### src/rtl/mouse_cursor.sv
// rtl/mouse_cursor.sv - PS/2 status word to clamped absolute cursor with an event FIFO (optional MOUSE_ACCEL_EN)
module mouse_cursor #(
    parameter int H_RES        = 1024,
    parameter int V_RES        = 768,
    parameter int FIFO_DEPTH   = 4,
    parameter int ACCEL_THRESH = 8
) (
    input  logic        clk,
    input  logic        rst,
    input  logic [27:0] mouse,
    output logic [10:0] cur_x,
    output logic [10:0] cur_y,
    output logic [2:0]  btns,
    output logic        mouse_run,
    output logic        ev_valid,
    output logic [24:0] ev_data,
    input  logic        ev_ready,
    output logic        ev_overflow
);

    localparam int AW = (FIFO_DEPTH > 1) ? $clog2(FIFO_DEPTH) : 1;
    localparam int CW = $clog2(FIFO_DEPTH + 1);

    localparam logic [10:0]        X_CENTRE = 11'(H_RES / 2);
    localparam logic [10:0]        Y_CENTRE = 11'(V_RES / 2);
    localparam logic signed [12:0] X_MAX    = 13'(H_RES - 1);
    localparam logic signed [12:0] Y_MAX    = 13'(V_RES - 1);
    localparam logic [CW-1:0]      FULL_CNT = CW'(FIFO_DEPTH);

    // Status word fields.
    logic        m_run;
    logic [2:0]  m_btns;
    logic [10:0] m_x;
    logic [10:0] m_y;

    assign m_run  = mouse[27];
    assign m_btns = mouse[26:24];
    assign m_y    = mouse[22:12];
    assign m_x    = mouse[10:0];

    // Stage 1 state.
    logic        s1_run;
    logic [2:0]  s1_btns;
    logic [10:0] s1_dx;
    logic [10:0] s1_dy;
    logic [10:0] prev_x;
    logic [10:0] prev_y;

    // Stage 1: modular deltas against the previous accumulator sample; idle while not running.
    always_ff @(posedge clk) begin
        if (rst) begin
            s1_run  <= 1'b0;
            s1_btns <= 3'b000;
            s1_dx   <= 11'd0;
            s1_dy   <= 11'd0;
            prev_x  <= 11'd0;
            prev_y  <= 11'd0;
        end else begin
            s1_run  <= m_run;
            s1_btns <= m_btns;
            if (m_run) begin
                s1_dx  <= m_x - prev_x;
                s1_dy  <= m_y - prev_y;
                prev_x <= m_x;
                prev_y <= m_y;
            end else begin
                s1_dx  <= 11'd0;
                s1_dy  <= 11'd0;
                prev_x <= 11'd0;
                prev_y <= 11'd0;
            end
        end
    end

    // Sign-extend a delta to the 13-bit working width, doubling large moves when acceleration is built in.
    function automatic logic signed [12:0] eff_delta(input logic [10:0] d);
        logic signed [12:0] d13;
`ifdef MOUSE_ACCEL_EN
        logic signed [11:0] d12;
        logic        [11:0] mag;
`endif
        d13 = {{2{d[10]}}, d};
`ifdef MOUSE_ACCEL_EN
        d12 = {d[10], d};
        mag = d12[11] ? 12'(-d12) : 12'(d12);
        if (int'(mag) > ACCEL_THRESH) begin
            d13 = d13 <<< 1;
        end
`endif
        return d13;
    endfunction

    // Stage 2 combinational next position and change detection.
    logic signed [12:0] dx_eff;
    logic signed [12:0] dy_eff;
    logic signed [12:0] nx;
    logic signed [12:0] ny;
    logic [10:0]        nx_c;
    logic [10:0]        ny_c;
    logic [24:0]        new_ev;
    logic               changed;

    // Add/subtract the deltas (+Y is up, so it lowers the row) and clamp to the screen.
    always_comb begin
        dx_eff = eff_delta(s1_dx);
        dy_eff = eff_delta(s1_dy);
        nx     = $signed({2'b00, cur_x}) + dx_eff;
        ny     = $signed({2'b00, cur_y}) - dy_eff;
        nx_c   = nx[10:0];
        ny_c   = ny[10:0];
        if (nx < 13'sd0) begin
            nx_c = 11'd0;
        end else if (nx > X_MAX) begin
            nx_c = X_MAX[10:0];
        end
        if (ny < 13'sd0) begin
            ny_c = 11'd0;
        end else if (ny > Y_MAX) begin
            ny_c = Y_MAX[10:0];
        end
        new_ev  = {s1_btns, ny_c, nx_c};
        changed = (new_ev != {btns, cur_y, cur_x});
    end

    // Stage 2 registers plus the pending-event register that feeds the FIFO one clock later.
    logic        ev_pend;
    logic [24:0] ev_pend_data;

    // Stage 2: commit cursor and buttons, and flag an event whenever the visible state changed.
    always_ff @(posedge clk) begin
        if (rst) begin
            cur_x        <= X_CENTRE;
            cur_y        <= Y_CENTRE;
            btns         <= 3'b000;
            mouse_run    <= 1'b0;
            ev_pend      <= 1'b0;
            ev_pend_data <= 25'd0;
        end else begin
            cur_x        <= nx_c;
            cur_y        <= ny_c;
            btns         <= s1_btns;
            mouse_run    <= s1_run;
            ev_pend      <= changed;
            ev_pend_data <= new_ev;
        end
    end

    // Event FIFO, first-word-fall-through.
    logic [24:0]   mem [FIFO_DEPTH];
    logic [AW-1:0] wr_ptr;
    logic [AW-1:0] rd_ptr;
    logic [AW-1:0] last_ptr;
    logic [CW-1:0] count;
    logic          full;
    logic          pop;
    logic          push_norm;
    logic          push_coal;
    logic          wr_en;
    logic [AW-1:0] wr_idx;

    // Decide between an ordinary append and coalescing into the newest entry when full.
    always_comb begin
        full      = (count == FULL_CNT);
        pop       = ev_valid & ev_ready;
        last_ptr  = wr_ptr - AW'(1);
        push_norm = ev_pend & (~full | pop);
        push_coal = ev_pend & full & ~pop;
        wr_en     = push_norm | push_coal;
        wr_idx    = push_coal ? last_ptr : wr_ptr;
    end

    // Entry storage; contents need no reset because the output is gated by occupancy.
    always_ff @(posedge clk) begin
        if (!rst && wr_en) begin
            mem[wr_idx] <= ev_pend_data;
        end
    end

    // Pointers, occupancy and the sticky lost-button-transition flag.
    always_ff @(posedge clk) begin
        if (rst) begin
            wr_ptr      <= '0;
            rd_ptr      <= '0;
            count       <= '0;
            ev_overflow <= 1'b0;
        end else begin
            if (push_norm) begin
                wr_ptr <= wr_ptr + AW'(1);
            end
            if (pop) begin
                rd_ptr <= rd_ptr + AW'(1);
            end
            if (push_norm && !pop) begin
                count <= count + CW'(1);
            end else if (pop && !push_norm) begin
                count <= count - CW'(1);
            end
            if (push_coal && (mem[last_ptr][24:22] != ev_pend_data[24:22])) begin
                ev_overflow <= 1'b1;
            end
        end
    end

    // Head of queue is presented while non-empty; zero otherwise.
    always_comb begin
        ev_valid = (count != '0);
        ev_data  = ev_valid ? mem[rd_ptr] : 25'd0;
    end

endmodule

### config.mk
export PLATFORM = sky130hd
export DESIGN_NAME = mouse_cursor
export DESIGN_NICKNAME = d
export VERILOG_FILES = /design/src/rtl/mouse_cursor.sv
export SDC_FILE = /design/constraint.sdc
export NUM_CORES = 1
export LEC_CHECK = 0
export ABC_CLOCK_PERIOD_IN_PS = 3300
export CAP_MARGIN = 20
export CORE_UTILIZATION = 28
export CTS_BUF_LIST = sky130_fd_sc_hd__clkbuf_8
export DETAILED_ROUTE_END_ITERATION = 16
export PLACE_DENSITY = 0.52
export SLEW_MARGIN = 20
export SYNTH_ARGS = -nofsm -noshare
export SYNTH_HDL_FRONTEND = slang
export SYNTH_SLANG_ARGS = --single-unit
export TNS_END_PERCENT = 5
### constraint.sdc
create_clock -name clk -period 3.3 [get_ports clk]
set_clock_uncertainty 0.1 [all_clocks]
set_input_delay 0.495 -clock clk [delete_from_list [all_inputs] [get_ports clk]]
set_output_delay 0.495 -clock clk [all_outputs]
set_load 0.05 [all_outputs]
-- Word-level counts from Yosys, hierarchy flattened
Memories as Yosys holds them, arrays and structs flattened. A register that Yosys moved wholly into a read port is not among the register bits.
Cells that the tools add are included.
- flip-flop bits (word level): 108
- memories: 1
- latch bits: 0
- word-level logic and storage cells: 64
- memory bits (read-only): 0
- RAM bits: 100
- input bits: 31
- memory list (memory ; words ; width ; read ports ; clocked after memory_dff ; write ports ; RTL line ; source):
    mem ; 4 ; 25 ; 2 ; 1 ; 1 ; 149 ; logic [24:0] mem [FIFO_DEPTH];
- bitwise operators: 9
- shift-type cells: 0
- div/mod/pow operators: 0
- $lt $le $gt $ge: 4
- reduce and logical (&&, ||, !) cells: 10
- eq/ne operators: 3
- muxes and demuxes: 12
- multiply operators: 0
- add/subtract/negate cells: 9
- operators by type and width (cell ; count):
    11-bit two-way mux ; 4
    13-bit by 11-bit greater-than comparator with 1-bit output, second input constant ; 2
    13-bit by 1-bit < comparator with 1-bit output, second input constant ; 2
    25-bit two-way mux ; 1
    25-bit != test ; 1
    11-bit subtractor ; 2
    12-bit by 11-bit adder with 13-bit output ; 1
    12-bit by 11-bit subtractor with 13-bit output ; 1
    2-bit two-way mux ; 3
    3-bit two-way mux ; 2
    2-bit by 1-bit adder with 2-bit output, second input constant ; 2
    1-bit bitwise AND ; 4
    1-bit logical AND ; 4
    3-bit by 1-bit adder with 3-bit output, second input constant ; 1
    3-bit equality test, second input constant ; 1
    1-bit zero test ; 3
    3-bit != test ; 1
    1-bit inverter ; 3
    3-bit nonzero test ; 1
    3-bit by 1-bit subtractor with 3-bit output, second input constant ; 1
    1-bit two-way mux ; 2
    1-bit bitwise OR ; 2
    2-bit nonzero test ; 1
    2-bit OR reduction ; 1
    2-bit by 1-bit subtractor with 2-bit output, second input constant ; 1

-- Longest topological paths before layout
- depth in word-level cells: 8
- depth in mapped cells: 14
- gate-level depth less buffers: 13

-- Worst setup path after synthesis
Ideal clock, no wire load.
- kind: reg2reg
- from: reg cur_y[7]
- to: reg ev_pend
- data required time: 3.061 ns
- data arrival time: 2.878 ns
- slack: 0.183 ns
- stages on the path, launching flop included: 13
- period minus slack after synthesis: 3.117 ns
- path through: dfxtp_1 > ha_1 > buf_2 > a21oi_2 > nand2_1 > o22ai_1 > nand2_1 > o311a_2 > buf_2 > nand2_1 > nand4_1 > nor4_1 > a41oi_1
- cells in the longest elaborated chain, start to end: 5
- elaborated cells on any way between the ends: 6
- those cells by class: add/sub: 1; order compare: 2; eq/ne: 1; mux: 2
- ends and longest elaborated chain (element ; RTL line ; source):
    start, declared ; 12 ; output logic [10:0] cur_y,
    start signal, assigned ; 140 ; cur_y <= ny_c;
    12-bit by 11-bit subtractor with 13-bit output ; 108 ; ny = $signed({2'b00, cur_y}) - dy_eff;
    13-bit by 11-bit greater-than comparator with 1-bit output ; 118 ; end else if (ny > Y_MAX) begin
    11-bit two-way mux ; 118 ;
    11-bit two-way mux ; 116 ; if (ny < 13'sd0) begin
    25-bit != test (*) ; 122 ; changed = (new_ev != {btns, cur_y, cur_x});
    end signal, assigned ; 143 ; ev_pend <= changed;
    end, declared ; 126 ; logic ev_pend;
Mark *: on every way between the ends. The rest lies on a longest branch, timed or not.
A chain may end at the register's enable or synchronous reset.

==> results.txt <==
CTS built an H-tree with a depth of 4. The design draws 7.93 mW. The post-synthesis instance total is 812. The sink of the worst hold path is mouse_run$_SDFF_PP0_. The average cell area after synthesis came out at about 11 µm². The synthesized netlist occupies a cell area of 9180 µm².

In this run, distinct cell masters in the synthesized netlist total 64. The max capacitance violation total came out at 0. The worst register-to-register path begins at cur_y[0]$_SDFF_PP0_.

The setup slack on the worst flop-to-flop path is 140 ps. The HPWL after detailed placement is about 15000 µm. The proportion of netlist area held by the largest area contributor is 0.327. Setup repair after global routing could not meet its margin everywhere. The worst relative slew slack is 0.603. On the critical path, the stage with the largest delay is an instance of sky130_fd_sc_hd__clkdlybuf4s50_1.

The met1 track demand over resource is 0.166. The CTS clock-pin slew for the worst setup and hold paths is ~90 ps. The run finished with clean final reports. The DRC marker count from the first detailed-route iteration came out at 204.

The peak supply drop came out at 0.000284 V. The cell area after placement came out at 10800 µm². Of the synthesized area, sequential elements account for 0.519. The number of fillers in the final layout came out at around 3200. For this run, the number of Yosys warnings is 0.

The die is 183 µm wide. For this run, the top clock speed supported by timing is 0.316 GHz. The worst setup path is captured at an output port. The total count of max-transition violations in the final report came out at 0. In the synthesized netlist, the cells that appear most often are 100 x sky130_fd_sc_hd__edfxtp_1, 88 x sky130_fd_sc_hd__dfxtp_1, 67 x sky130_fd_sc_hd__inv_1. The clock period could shrink to roughly 3200 ps. The total grt overflow is 0. During I/O placement, the number of pins put on the boundary was 84. The root buffer cell is sky130_fd_sc_hd__clkbuf_8. The placement row count is 65. The worst register-to-register path has a depth of 13. The critical path required time is 2700 ps. Input and output buffers added on the ports amount to 81. The worst path buffer plus inverter count is 2. Dividing the detail-routed wire length by the instance count gives between 10 and 15 µm. At the later pin of the worst-skew pair, clock insertion delay measures between 400 and 500 ps. The repair_antennas step left the layout with diodes totalling 0. The critical path is of the reg2out type.

From synthesis to final layout, the design area changed by 22.6%. The critical path goes through buf_4 -> mux4_2 -> and2_1 -> clkdlybuf4s50_1. The fraction of met3 tracks used by global routing came out at 0.0230. The category of the worst setup path launch point is a flip-flop. The global routing's busiest layer is met2. Sorting the synthesized cells by area gives the leading types as sky130_fd_sc_hd__edfxtp_1 33%, sky130_fd_sc_hd__dfxtp_1 19%, sky130_fd_sc_hd__mux4_2 6.9%. The kind of cell with the highest combined delay along the critical path is buffers and inverters. The CTS tree is done. The initial standard-cell utilization of the core came out at 0.288. Setup violations remaining at the end of the flow were counted as 0. The total global-route track usage came out at 0.125. The endpoint of the lowest-slack register-to-register path is ev_pend$_SDFF_PP0_.

Prior to clock tree synthesis, the placed netlist has a worst setup slack of -211 ps. In the final layout, the share of cells above drive strength 1 is 0.160. The class of the worst hold path is reg2reg. The first global-routing pass estimated 32100 µm of wire. The remaining number of nets flagged by the antenna check after routing is 0.

The first detailed-routing pass took 4 iterations. The number of remaining DRC errors came out at 0. The most common cell in the synthesized netlist is sky130_fd_sc_hd__edfxtp_1. The actual transition at the worst max-transition pin came out at 593 ps. The library cell with the largest summed area after synthesis is sky130_fd_sc_hd__edfxtp_1. The number of nets in the layout came out at 1008. The post-CTS setup-driven buffer insertion count came out at 0. The start point of the worst min-delay path is s1_run$_SDFF_PP0_. The die covers 33500 µm². No sink is reached through more buffers than the 2 on the longest clock path. The final-layout worst hold slack is 354 ps. In this run, synthesis inferred 100 flip-flops with an integrated enable. The number of vias after detailed routing came out at around 6100. The total clock buffers created by CTS came out at 17. From bottom edge to top edge, the die measures 183 µm. The setup slack of the critical path after layout came out at 130 ps. The number of antenna violations at the first check in global routing came out at 0.

After synthesis the netlist holds a flip-flop and latch count of ~190. The area of the core region came out at around 32000 µm². In this run the static leakage power is 4.38 nW. The number of global-route vias before repair is 6049. The data arrival time of the critical path came out at 2570 ps. The total routed wirelength is 20000 µm. The biggest cell delay along the critical path came out at 690 ps. The maximum fanout count along the critical path is 7. The count of cells along the worst hold path came out at 1. The placer congestion estimate is ~0.76. The hold violation total from the final report came out at 0.

The async set-or-reset flop fraction in the synthesized netlist is 0. For this run, the leading register cell type out of synthesis is sky130_fd_sc_hd__edfxtp_1. The pin count of the biggest net entering global routing came out at 27.

The per-cell via count in the routed design is 4.45. The clock drives 188 sinks. The met2 demand-to-capacity share in global routing came out at 0.208.

The fraction of the cycle the final worst path needs is 0.960. The design area came out at 11200 µm². The power per cell area is ~700 nW/µm².
==> cell families (layout without fill, tap and decap cells) <==
| family | count (synthesis) | count (layout) | synth area share |
|---|---|---|---|
| and+or+nand+nor | 248 | 248 | 0.140 |
| DFF | 188 | 188 | 0.519 |
| AOI/OAI and AO/OA | 144 | 144 | 0.104 |
| buffers and inverters | 113 | 240 | 0.0556 |
| adders and majority gates | 50 | 50 | 0.0723 |
| muxes | 35 | 35 | 0.0766 |
| xor gates and xnor gates | 33 | 33 | 0.0315 |
| other | 1 | 2 | 0.000409 |
==> metal layers <==
layer / vias to the layer above / routed length (µm)
met4: 0 / 181
met1: 2890 / 9770
met3: 16 / 708
met2: 106 / 9380
met5: - / 0
li1: 3109 / -
==> worst max-delay path by stage <==
| stage | to | from | cells after the start |
|---|---|---|---|
| after floorplan | ev_pend$_SDFF_PP0_ | cur_y[7]$_SDFF_PP1_ | 12 |
| after global placement | s1_dx[10]$_SDFF_PP0_ | mouse[0] | 14 |
| after detailed placement | s1_dx[10]$_SDFF_PP0_ | mouse[0] | 14 |
| after CTS | ev_pend$_SDFF_PP0_ | cur_y[0]$_SDFF_PP0_ | 13 |
| after global routing | ev_pend$_SDFF_PP0_ | cur_y[3]$_SDFF_PP0_ | 12 |
| final | ev_data[24] | flip-flop | 4 |
==> worst reg2reg max path, delay by kind of cell, from the launching register on <==
kind,cells,cell delay (ps)
compound gates,8,1510
fa+ha+maj,2,570
simple gates,2,470
flops,1,330
buf+inv,1,50
==> cell type report <==
| class | count | area [µm²] | area share |
|---|---|---|---|
| flip-flops and latches | 188 | 4770 | 0.424 |
| multi-input cells | 512 | 4000 | 0.355 |
| repair buffers | 141 | 1330 | 0.118 |
| well taps | 435 | 544 | 0.0484 |
| inverters | 67 | 251 | 0.0224 |
| clock buffers | 18 | 248 | 0.0220 |
| clock inverters | 14 | 109 | 0.00968 |
==> power breakdown <==
group          leakage, nW  switching, mW  internal (mW)
sequential            1.65          0.130           2.74
combinational         2.54           2.18           1.46
clock                0.180          0.866          0.556
total                 4.38           3.18           4.75
==> flip-flops by register name (all words and copies together) (netlist names), 2 cells and up, named ones only <==
signal and flops:
btns 3, s1_btns 3, ev_pend_data 5, cur_y 10, wr_ptr 2, cur_x 10
s1_dy 11, rd_ptr 2, count 3, mem 100, prev_x 11, s1_dx 11
prev_y 11
==> per-stage QoR <==
step           cells  setup TNS (ps)   util
6_report        1375               0  0.353
3_3_place_gp    1343            -294  0.338
2_1_floorplan    813               0      -
3_5_place_dp    1343            -464  0.338
4_1_cts         1375               0  0.350
5_1_grt         1375           -13.0  0.353
==> cells in the final DEF, fill, tap and decap left out, types with 5 or more instances in the layout <==
master                              n
sky130_fd_sc_hd__clkbuf_8          18
sky130_fd_sc_hd__nand2b_1          12
sky130_fd_sc_hd__buf_4             57
sky130_fd_sc_hd__nor3_1            31
sky130_fd_sc_hd__and2_1            48
sky130_fd_sc_hd__a21boi_0           7
sky130_fd_sc_hd__xor2_1            17
sky130_fd_sc_hd__mux4_2            28
sky130_fd_sc_hd__nor2b_1           19
sky130_fd_sc_hd__mux2i_1            5
sky130_fd_sc_hd__or3_1              6
sky130_fd_sc_hd__xnor2_1           16
sky130_fd_sc_hd__o211ai_1           7
sky130_fd_sc_hd__nor2_1            54
sky130_fd_sc_hd__o21a_1             7
sky130_fd_sc_hd__clkdlybuf4s50_1   69
sky130_fd_sc_hd__ha_1              45
sky130_fd_sc_hd__o21ai_0           26
sky130_fd_sc_hd__nand2_1           37
sky130_fd_sc_hd__a21o_1             7
sky130_fd_sc_hd__and3_1             7
sky130_fd_sc_hd__dfxtp_1           85
sky130_fd_sc_hd__a21oi_1           41
sky130_fd_sc_hd__inv_1             68
sky130_fd_sc_hd__nand3_1            9
sky130_fd_sc_hd__edfxtp_1         100
sky130_fd_sc_hd__inv_6              6
sky130_fd_sc_hd__dlymetal6s2s_1    12
==> repair_timing <==
item / 4_1_cts / 5_1_grt
gates resized for setup: 2 / 30
setup endpoints to repair: 1 / 14
hold buffers: 0 / 0
cloned: 0 / 0
pin swaps: 1 / 5
(Power assumes the default switching activity.)
